===== config.mk =====
export PLATFORM = sky130hd
export DESIGN_NAME = alu_issue_stage
export DESIGN_NICKNAME = d
export VERILOG_FILES = /design/src/rtl/riscv_pkg.sv /design/src/rtl/alu_ctrl_decode.sv /design/src/rtl/alu_issue_stage.sv
export SDC_FILE = /design/constraint.sdc
export NUM_CORES = 1
export LEC_CHECK = 0
export ABC_AREA = 1
export CORE_MARGIN = 2
export CORE_UTILIZATION = 36
export CTS_CLUSTER_DIAMETER = 60
export DETAILED_ROUTE_END_ITERATION = 16
export GPL_ROUTABILITY_DRIVEN = 0
export HOLD_SLACK_MARGIN = 0.1
export PLACE_DENSITY = 0.77
export SYNTH_ARGS = -nofsm -noshare
export SYNTH_HDL_FRONTEND = slang
export SYNTH_SLANG_ARGS = --single-unit

===== constraint.sdc =====
create_clock -name clk -period 1.4 [get_ports clk]
set_clock_uncertainty 0.1 [all_clocks]
set_input_delay 0.21 -clock clk [delete_from_list [all_inputs] [get_ports clk]]
set_output_delay 0.21 -clock clk [all_outputs]
set_load 0.005 [all_outputs]

===== src/rtl/riscv_pkg.sv =====
// Shared constants for the ALU issue stage: ALU control encoding, RV32I opcodes,
// branch funct3 values, FSM states and the branch-taken helper.
package riscv_pkg;

    localparam int unsigned ALU_CTRL_W = 4;
    localparam int unsigned OPCODE_W   = 7;
    localparam int unsigned FUNCT3_W   = 3;

    localparam logic [ALU_CTRL_W-1:0] ALU_ADD  = 4'b0000;
    localparam logic [ALU_CTRL_W-1:0] ALU_SUB  = 4'b0001;
    localparam logic [ALU_CTRL_W-1:0] ALU_AND  = 4'b0010;
    localparam logic [ALU_CTRL_W-1:0] ALU_OR   = 4'b0011;
    localparam logic [ALU_CTRL_W-1:0] ALU_XOR  = 4'b0100;
    localparam logic [ALU_CTRL_W-1:0] ALU_SLT  = 4'b0101;
    localparam logic [ALU_CTRL_W-1:0] ALU_SRL  = 4'b0110;
    localparam logic [ALU_CTRL_W-1:0] ALU_SLL  = 4'b0111;
    localparam logic [ALU_CTRL_W-1:0] ALU_SRA  = 4'b1000;
    localparam logic [ALU_CTRL_W-1:0] ALU_SLTU = 4'b1001;

    localparam logic [OPCODE_W-1:0] OPC_OP     = 7'b0110011;
    localparam logic [OPCODE_W-1:0] OPC_OPIMM  = 7'b0010011;
    localparam logic [OPCODE_W-1:0] OPC_BRANCH = 7'b1100011;
    localparam logic [OPCODE_W-1:0] OPC_LOAD   = 7'b0000011;
    localparam logic [OPCODE_W-1:0] OPC_STORE  = 7'b0100011;

    localparam logic [FUNCT3_W-1:0] F3_BEQ  = 3'b000;
    localparam logic [FUNCT3_W-1:0] F3_BNE  = 3'b001;
    localparam logic [FUNCT3_W-1:0] F3_BLT  = 3'b100;
    localparam logic [FUNCT3_W-1:0] F3_BGE  = 3'b101;
    localparam logic [FUNCT3_W-1:0] F3_BLTU = 3'b110;
    localparam logic [FUNCT3_W-1:0] F3_BGEU = 3'b111;

    typedef enum logic [1:0] {
        ST_IDLE = 2'b00,
        ST_EXEC = 2'b01,
        ST_HOLD = 2'b10
    } state_t;

    // SUB result zero means equal; SLT/SLTU result nonzero means less-than.
    function automatic logic branch_taken(input logic [FUNCT3_W-1:0] f3, input logic zero);
        case (f3)
            F3_BEQ, F3_BGE, F3_BGEU: branch_taken = zero;
            F3_BNE, F3_BLT, F3_BLTU: branch_taken = !zero;
            default:                 branch_taken = 1'b0;
        endcase
    endfunction

endpackage


===== src/rtl/alu_ctrl_decode.sv =====
// Combinational decode of opcode/funct3/funct7_5 into ALU control and side flags.
module alu_ctrl_decode
    import riscv_pkg::*;
(
    input  logic [OPCODE_W-1:0]   opcode,
    input  logic [FUNCT3_W-1:0]   funct3,
    input  logic                  funct7_5,
    output logic [ALU_CTRL_W-1:0] alu_ctrl,
    output logic                  use_imm,
    output logic                  is_branch,
    output logic                  illegal
);

    always_comb begin
        alu_ctrl  = ALU_ADD;
        use_imm   = 1'b0;
        is_branch = 1'b0;
        illegal   = 1'b0;
        case (opcode)
            OPC_OP, OPC_OPIMM: begin
                use_imm = (opcode == OPC_OPIMM);
                case (funct3)
                    3'b000:  alu_ctrl = (opcode == OPC_OP && funct7_5) ? ALU_SUB : ALU_ADD;
                    3'b001:  alu_ctrl = ALU_SLL;
                    3'b010:  alu_ctrl = ALU_SLT;
                    3'b011:  alu_ctrl = ALU_SLTU;
                    3'b100:  alu_ctrl = ALU_XOR;
                    3'b101:  alu_ctrl = funct7_5 ? ALU_SRA : ALU_SRL;
                    3'b110:  alu_ctrl = ALU_OR;
                    default: alu_ctrl = ALU_AND;
                endcase
            end
            OPC_BRANCH: begin
                is_branch = 1'b1;
                case (funct3)
                    F3_BEQ, F3_BNE:   alu_ctrl = ALU_SUB;
                    F3_BLT, F3_BGE:   alu_ctrl = ALU_SLT;
                    F3_BLTU, F3_BGEU: alu_ctrl = ALU_SLTU;
                    default:          illegal  = 1'b1;
                endcase
            end
            OPC_LOAD, OPC_STORE: begin
                use_imm = 1'b1;
            end
            default: begin
                illegal = 1'b1;
            end
        endcase
    end

endmodule


===== src/rtl/alu_issue_stage.sv =====
// Execute-stage initiator: registers ALU operands/control on accept, captures the
// ALU result one cycle later and holds it on a valid/ready output handshake.
module alu_issue_stage
    import riscv_pkg::*;
#(
    parameter int unsigned WIDTH = 32
) (
    input  logic                  clk,
    input  logic                  reset,
    input  logic                  in_valid,
    output logic                  in_ready,
    input  logic [OPCODE_W-1:0]   opcode,
    input  logic [FUNCT3_W-1:0]   funct3,
    input  logic                  funct7_5,
    input  logic [WIDTH-1:0]      rs1_val,
    input  logic [WIDTH-1:0]      rs2_val,
    input  logic [WIDTH-1:0]      imm,
    output logic [WIDTH-1:0]      alu_a,
    output logic [WIDTH-1:0]      alu_b,
    output logic [ALU_CTRL_W-1:0] alu_ctrl,
    input  logic [WIDTH-1:0]      alu_out,
    input  logic                  alu_zero,
    output logic                  out_valid,
    input  logic                  out_ready,
    output logic [WIDTH-1:0]      out_result,
    output logic                  out_branch,
    output logic                  out_taken,
    output logic                  out_illegal
);

    state_t state_q, state_d;
    logic   accept, capture;

    logic [ALU_CTRL_W-1:0] dec_ctrl;
    logic                  dec_use_imm, dec_branch, dec_illegal;
    logic [WIDTH-1:0]      op_a, op_b;

    logic                  br_q, ill_q;
    logic [FUNCT3_W-1:0]   f3_q;

    alu_ctrl_decode u_decode (
        .opcode    (opcode),
        .funct3    (funct3),
        .funct7_5  (funct7_5),
        .alu_ctrl  (dec_ctrl),
        .use_imm   (dec_use_imm),
        .is_branch (dec_branch),
        .illegal   (dec_illegal)
    );

    // Illegal instructions still flow, but with zeroed operands so the result is 0.
    assign op_a = dec_illegal ? '0 : rs1_val;
    assign op_b = dec_illegal ? '0 : (dec_use_imm ? imm : rs2_val);

    always_ff @(posedge clk) begin
        if (reset) state_q <= ST_IDLE;
        else       state_q <= state_d;
    end

    always_comb begin
        state_d  = state_q;
        accept   = 1'b0;
        capture  = 1'b0;
        in_ready = 1'b0;
        case (state_q)
            ST_IDLE: begin
                in_ready = 1'b1;
                if (in_valid) begin
                    accept  = 1'b1;
                    state_d = ST_EXEC;
                end
            end
            ST_EXEC: begin
                capture = 1'b1;
                state_d = ST_HOLD;
            end
            ST_HOLD: begin
                if (out_ready) begin
                    in_ready = 1'b1;
                    if (in_valid) begin
                        accept  = 1'b1;
                        state_d = ST_EXEC;
                    end else begin
                        state_d = ST_IDLE;
                    end
                end
            end
            default: state_d = ST_IDLE;
        endcase
        if (reset) begin
            in_ready = 1'b0;
            accept   = 1'b0;
            capture  = 1'b0;
        end
    end

    always_ff @(posedge clk) begin
        if (reset) begin
            alu_a       <= '0;
            alu_b       <= '0;
            alu_ctrl    <= ALU_ADD;
            br_q        <= 1'b0;
            ill_q       <= 1'b0;
            f3_q        <= '0;
            out_valid   <= 1'b0;
            out_result  <= '0;
            out_branch  <= 1'b0;
            out_taken   <= 1'b0;
            out_illegal <= 1'b0;
        end else begin
            out_valid <= (state_d == ST_HOLD);
            if (accept) begin
                alu_a    <= op_a;
                alu_b    <= op_b;
                alu_ctrl <= dec_ctrl;
                br_q     <= dec_branch;
                ill_q    <= dec_illegal;
                f3_q     <= funct3;
            end
            if (capture) begin
                out_result  <= alu_out;
                out_branch  <= br_q;
                out_illegal <= ill_q;
                out_taken   <= br_q && !ill_q && branch_taken(f3_q, alu_zero);
            end
        end
    end

endmodule


==> out/qor.txt, run 1 <==
top cell type's share of synthesized area -> 46.4%
Async SR Flop Fraction -> 0%
clock root cell -> clkbuf_16
Skew-Pair Late Insertion Delay -> 350 ps
Clock Path Buffers -> 2
switch share -> 23.8%
most common cell in the netlist -> nand2_1
final setup margin -> 17.7 ps
Post-DRT Antenna Nets -> 0
P_sw -> 1.69 mW
outcome -> finished, final reports clean
internal power -> 5.41 mW
CTS tree -> built
count of flip-flops with a built-in enable after synthesis -> 0
yosys warns -> 0
dominant synthesized flop cell -> dfxtp_1
Worst-Margin Slew -> 392 ps
Final min period -> 1380 ps
critical path class -> flop to flop
DR vias -> 5491
max-cap violations -> 0
Die H -> 119 um
Finished Layout Cells -> 1135
Area Growth Syn to Fin -> 75.5%
Reg2Reg Depth -> 9
port bufs -> 248
CP startpoint -> state_q[1]$_SDFF_PP0_
# IOs -> 249
worst reg2reg path endpoint -> alu_ctrl[0]$_SDFFE_PP0P_
Slew headroom -> 73.8%
fin area -> 8400 sq um
Initial Utilization -> 36.4%
met1 wire length -> 6850 um
Fmax -> 0.723 GHz
H-tree levels -> 3
max layer used -> met4
Core ar. -> 13100 sq um
Placed Instances -> 1099
Nets -> 1098
WP data required -> 1580 ps
Reg clk slew, reported paths -> 70 ps
Met2 Routed Length -> 8480 um
Hold Path Class -> input port to flop
Fin Hold WS -> 235 ps
hold_sp -> reset
Syn Area/Cell -> 7.04 sq um
total grt overflow -> 0
power share of the combinational group -> 17.6%
Total GRT Usage -> 22.3%
final core occ -> 63.9%
Flop pwr share -> 46.6%
synth unique cells -> 22
antenna violations before repair -> 0
Hold Path End -> out_branch$_SDFFE_PP0P_
#FFs+latches synth -> 111
Worst EP arrival -> 1560 ps
main area contributors after synthesis -> dfxtp_1 (46%), nand2_1 (17%), nand3_1 (11%), a21oi_1 (7.7%), o21ai_0 (4.8%)
worst r2r src -> state_q[1]$_SDFF_PP0_
endpoint class of the critical path -> flop
largest net degree at the start of global routing -> 41
Die Width -> 119 um
Max Slew Vio Count -> 0
ANT cells -> 0
clk sinks -> 111
leading area contributor after synthesis -> dfxtp_1
Static Leak -> 4.10 nW
Post-Syn Area -> 4790 sq um
number of remaining DRC errors -> 0
first-pass GRT wire length -> 25200 um
unrepaired setup endpoints after global routing -> yes
Syn Nets -> 824
drt via density -> 4.84
Fin. Hold Viols -> 0
cell area after placement -> 7650 sq um
synth cell count leaders -> nand2_1 (219), dfxtp_1 (111), nand3_1 (101)
DRT iter0 DRCs -> 320
Num CTS Buffers -> 9
Post-Place Worst Slack -> -427 ps
Critical Path Fanout Max -> 18
Clock power frac -> 35.8%
Wirelength per Cell -> 15.1 um
die area -> 14200 sq um
Peak supply drop -> 0.497 mV
first-pass iteration count of the detailed router -> 4
met3 wire length -> 1500 um
Final Cycle Share -> 98.7%
share of cells above drive strength 1 -> 14.6%
hpwl dp -> 10900 um
final setup fails -> 0
final wirelength -> 17100 um
sequential fraction of the synthesis area -> 46.4%
Worst Hold Depth -> 5
PD cells -> 846 nW/um^2
R2R Setup Slk -> 20 ps
Worst Setup Start Kind -> flop
Mapped Cells -> 680
vias in the first global route -> 5018
FP Rows -> 42
[critical path: stages, from the launching register on]
cell	delay, ps
dfxtp_1	330
inv_2	50
nor2_2	120
nor2_4	50
nand2_4	120
clkinv_8	110
buf_16	180
nand2_1	70
inv_1	40
a21oi_1	130
[kinds of logic (layout without fill, tap and decap cells)]
logic type	after synthesis	count (layout)	share of synthesized area [%]
flops	111	111	46.4
buf+inv	100	379	10.0
compound gates	122	122	12.9
xor+xnor	1	1	0.183
simple gates	346	346	30.5
[state kept, by name, summed over array words and instances, names as in the netlist, 2 cells and up]
name / count
alu_ctrl: 4
out_result: 32
f3_q: 3
alu_a: 32
alu_b: 32
state_q: 2
[timing repair]
action                                  in CTS  in global routing
pin swaps                                   11                 12
hold buffers                                 0                  0
gates cloned                                 5                  7
setup buffers                                6                  2
endpoints found under the setup margin     186                100
resized for setup                          155                 55
[power by group through the flow]
stage / Sequential, mW / Clock [mW] / Combinational, mW
detailed placement: 3.38 / 0 / 1.18
global route: 3.32 / 2.73 / 1.35
global placement: 3.38 / 0 / 1.17
finish: 3.31 / 2.55 / 1.25
CTS: 3.31 / 2.59 / 1.16
floorplan: 3.39 / 0 / 0.394
[routing by layer]
layer,global-route usage [%],vias to the layer above
li1,-,2752
met1,25.7,2493
met2,39.0,224
met3,7.47,22
met4,6.76,0
met5,0,-
[worst max-delay path by stage]
stage / depth (start not counted) / slack (ps) / end
floorplan: 9 / 40 / alu_a[11]$_SDFFE_PP0P_
global placement: 10 / -390 / alu_b[1]$_SDFFE_PP0P_
detailed placement: 10 / -430 / alu_b[26]$_SDFFE_PP0P_
CTS: 10 / 10 / alu_b[1]$_SDFFE_PP0P_
global route: 8 / -60 / alu_b[10]$_SDFFE_PP0P_
finish: 9 / 20 / alu_ctrl[0]$_SDFFE_PP0P_
[layout make-up]
class / count / area (sq um)
multi-input combinational: 469 / 2240
clock buffer: 12 / 246
tap: 176 / 220
fill: 1197 / 4740
inverter: 50 / 205
clock inverter: 4 / 45.0
timing repair buffer: 313 / 3210
sequential: 111 / 2240
[through the flow]
stage	setup TNS, ps	total power, mW
floorplan	0	3.79
global placement	-25640	4.55
detailed placement	-27720	4.56
CTS	0	7.06
global route	-2110	7.41
finish	0	7.11
[placed cells by master (no fill, tap or decap), types with 7 or more instances in the layout]
cell type and instances:
nand2_1 216, clkdlybuf4s50_1 133, dlygate4sd2_1 111, dfxtp_1 100
nand3_1 95, a21oi_1 54, inv_1 40, buf_4 37
o21ai_0 25, o21ai_1 21, a21oi_2 20, clkbuf_16 15
nor2_1 14, dfxtp_2 11, buf_12 9, inv_2 7
(Power assumes the default switching activity.)
==> run 2: changes to the inputs <==
Settings changed: PLACE_DENSITY 0.77 to default, PLACE_DENSITY_LB_ADDON from default to 0.12.
==> run 2 against run 1 <==
The run now ends with negative setup slack left. Die area unchanged. Non-clock buffer count grew 7. Hold slack got worse by 55 ps. Final cell count is 0.62% higher. Critical path depth decreased by 1. Cell area rose by 5.3%. Worst setup slack got worse by 56 ps. Critical path type unchanged.
==> out/qor.txt, run 2 (synthesis results as in run 1) <==
outcome -> complete, but fails checks
failing checks -> negative setup slack
DR vias -> 5667 (+3.2%)
slowest stage delay, CP -> 320 ps (about the same)
endpoint class of the critical path -> flop
switch share -> 24.6% (+0.80 points)
Fmax -> 0.695 GHz (-3.9%)
Peak supply drop -> 0.543 mV (+9.2%)
Die H -> 119 um (unchanged)
P_sw -> 1.81 mW (+6.9%)
Wirelength per Cell -> 16.3 um (+7.9%)
slowest CP cell -> dfxtp_2
Final min period -> 1440 ps (+56.2 ps)
FP Rows -> 42 (unchanged)
first-pass GRT wire length -> 26900 um (+7.0%)
final setup fails -> 38 (+38)
total grt overflow -> 0 (unchanged)
hold_sp -> reset
Clock Path Buffers -> 2 (unchanged)
registers with the most flip-flops -> alu_a: 32 flops, alu_b: 32 flops, out_result: 32 flops
first-pass iteration count of the detailed router -> 4 (unchanged)
Static Leak -> 4.29 nW (+4.4%)
Total GRT Usage -> 23.7% (+1.4 points)
clock root cell -> clkbuf_16
Finished Layout Cells -> 1142 (+0.62%)
final wirelength -> 18600 um (+8.5%)
number of remaining DRC errors -> 0 (unchanged)
Worst Setup Start Kind -> flop
antenna violations before repair -> 1 (+1)
Clock power frac -> 35.8% (about the same)
critical path class -> flop to flop
PD cells -> 830 nW/um^2 (-1.9%)
Worst-Margin Slew -> 408 ps (+15.2 ps)
Hold Buf Count CTS -> 0 (unchanged)
Slew headroom -> 72.8% (-1.0 points)
Worst Hold Depth -> 5 (unchanged)
power share of the combinational group -> 19.0% (+1.4 points)
Critical Path Fanout Max -> 16 (-2)
share of cells above drive strength 1 -> 20.3% (+5.7 points)
Worst EP arrival -> 1620 ps (+60 ps)
DRT iter0 DRCs -> 353 (+10%)
filler instances -> 1113 (-7.0%)
clk sinks -> 111 (unchanged)
Nets -> 1106 (+0.73%)
Skew-Pair Late Insertion Delay -> 350 ps (about the same)
CTS tree -> built
ANT cells -> 0 (unchanged)
Die Width -> 119 um (unchanged)
max-cap violations -> 0 (unchanged)
final core occ -> 67.4% (+3.4 points)
Reg clk slew, reported paths -> 70 ps (about the same)
WP data required -> 1580 ps (about the same)
commonest cells after routing, fill and taps aside -> nand2_1 (179), clkdlybuf4s50_1 (133), dlygate4sd2_1 (113)
hpwl dp -> 11300 um (+3.5%)
Multi-input gate area -> 2370 sq um (+6.1%)
die area -> 14200 sq um (unchanged)
H-tree levels -> 3 (unchanged)
Hold Path End -> state_q[1]$_SDFF_PP0_
final setup margin -> -38.6 ps (-56.2 ps)
Fin Hold WS -> 180 ps (-54.7 ps)
Fin. Hold Viols -> 0 (unchanged)
port bufs -> 248 (unchanged)
unrepaired setup endpoints after global routing -> yes
WP buf/inv -> 3 (-1)
# IOs -> 249 (unchanged)
Post-Place Worst Slack -> -478 ps (-50.8 ps)
CP cell instances -> inv_2, nand2_4, nor2_4, nand2_8, clkinv_8, buf_16, nand3_1, a21oi_2
internal power -> 5.54 mW (+2.3%)
Hold Path Class -> input port to flop
Flop pwr share -> 45.2% (-1.4 points)
Post-DRT Antenna Nets -> 0 (unchanged)
Num CTS Buffers -> 9 (unchanged)
Initial Utilization -> 36.4% (unchanged)
Core ar. -> 13100 sq um (unchanged)
Reg2Reg Depth -> 8 (-1)
Max Slew Vio Count -> 0 (unchanged)
drt via density -> 4.96 (+2.6%)
Area Growth Syn to Fin -> 84.8%
leading cell type in the layout, fill and taps excluded -> nand2_1
family with the most delay on the worst path -> simple AND/OR/NAND/NOR gates
Placed Instances -> 1094 (-0.45%)
R2R Setup Slk -> -40 ps (-60 ps)
CP startpoint -> state_q[0]$_SDFF_PP0_
FF/Latch Area -> 2250 sq um (+0.67%)
Final Cycle Share -> 103% (+4.0 points)
worst r2r src -> state_q[0]$_SDFF_PP0_
worst reg2reg path endpoint -> alu_a[19]$_SDFFE_PP0P_
vias in the first global route -> 5443 (+8.5%)
largest net degree at the start of global routing -> 70 (+71%)
==> run 2: power by group through the flow <==
stage | clock [mW] | combinational (mW) | sequential, mW
6_report | 2.63 | 1.40 | 3.32
3_3_place_gp | 0 | 1.16 | 3.38
4_1_cts | 2.65 | 1.18 | 3.31
5_1_grt | 2.80 | 1.50 | 3.33
3_5_place_dp | 0 | 1.18 | 3.39
2_1_floorplan | 0 | 0.394 | 3.39
==> run 2: layer usage <==
metal  GRT usage (%)  routed length, um  vias up
met3            6.61               1580       42
li1                -                  -     2766
met2            41.2               9200      249
met1            27.1               7240     2608
met5               0                 16        -
met4            10.2                563        2
==> run 2: cell type report <==
cell class | count | area share, %
repair inverters | 1 | 0.184
inverters | 50 | 2.29
well taps | 176 | 2.49
clock buffers | 11 | 2.86
clock inverters | 4 | 0.509
flip-flops and latches | 111 | 25.4
multi-input cells | 469 | 26.8
repair buffers | 320 | 39.4
==> run 2: per-stage QoR <==
step	cell area (sq um)	TNS (ps)	power, mW
after floorplan	4790	0	3.79
after detailed placement	7630	-30470	4.57
after CTS	8180	0	7.15
final	8850	-586	7.35
after global routing	8850	-5100	7.63
after global placement	7630	-26740	4.54
==> run 2: worst reg2reg max path, stage by stage, from the launching register on <==
cell,delay [ps]
dfxtp_2,320
inv_2,60
nand2_4,60
nor2_4,170
nand2_8,120
clkinv_8,110
buf_16,150
nand3_1,140
a21oi_2,140
==> run 2: worst max-delay path by stage <==
stage,end,depth (start not counted)
2_1_floorplan,alu_a[11]$_SDFFE_PP0P_,9
3_3_place_gp,alu_a[11]$_SDFFE_PP0P_,10
3_5_place_dp,alu_a[0]$_SDFFE_PP0P_,9
4_1_cts,alu_a[0]$_SDFFE_PP0P_,8
5_1_grt,alu_a[19]$_SDFFE_PP0P_,8
6_report,alu_a[19]$_SDFFE_PP0P_,8
==> run 2: repair_timing <==
action	in CTS	in global routing
resized for setup	163	128
cloned	8	14
setup endpoints to repair	198	107
pin swaps	11	24
setup buffers	5	6
==> run 3: changes to the inputs <==
Settings changed: CAP_MARGIN from default to 25.
==> results of run 3 <==
The final DEF is identical to that of run 2; final timing and power are the same.
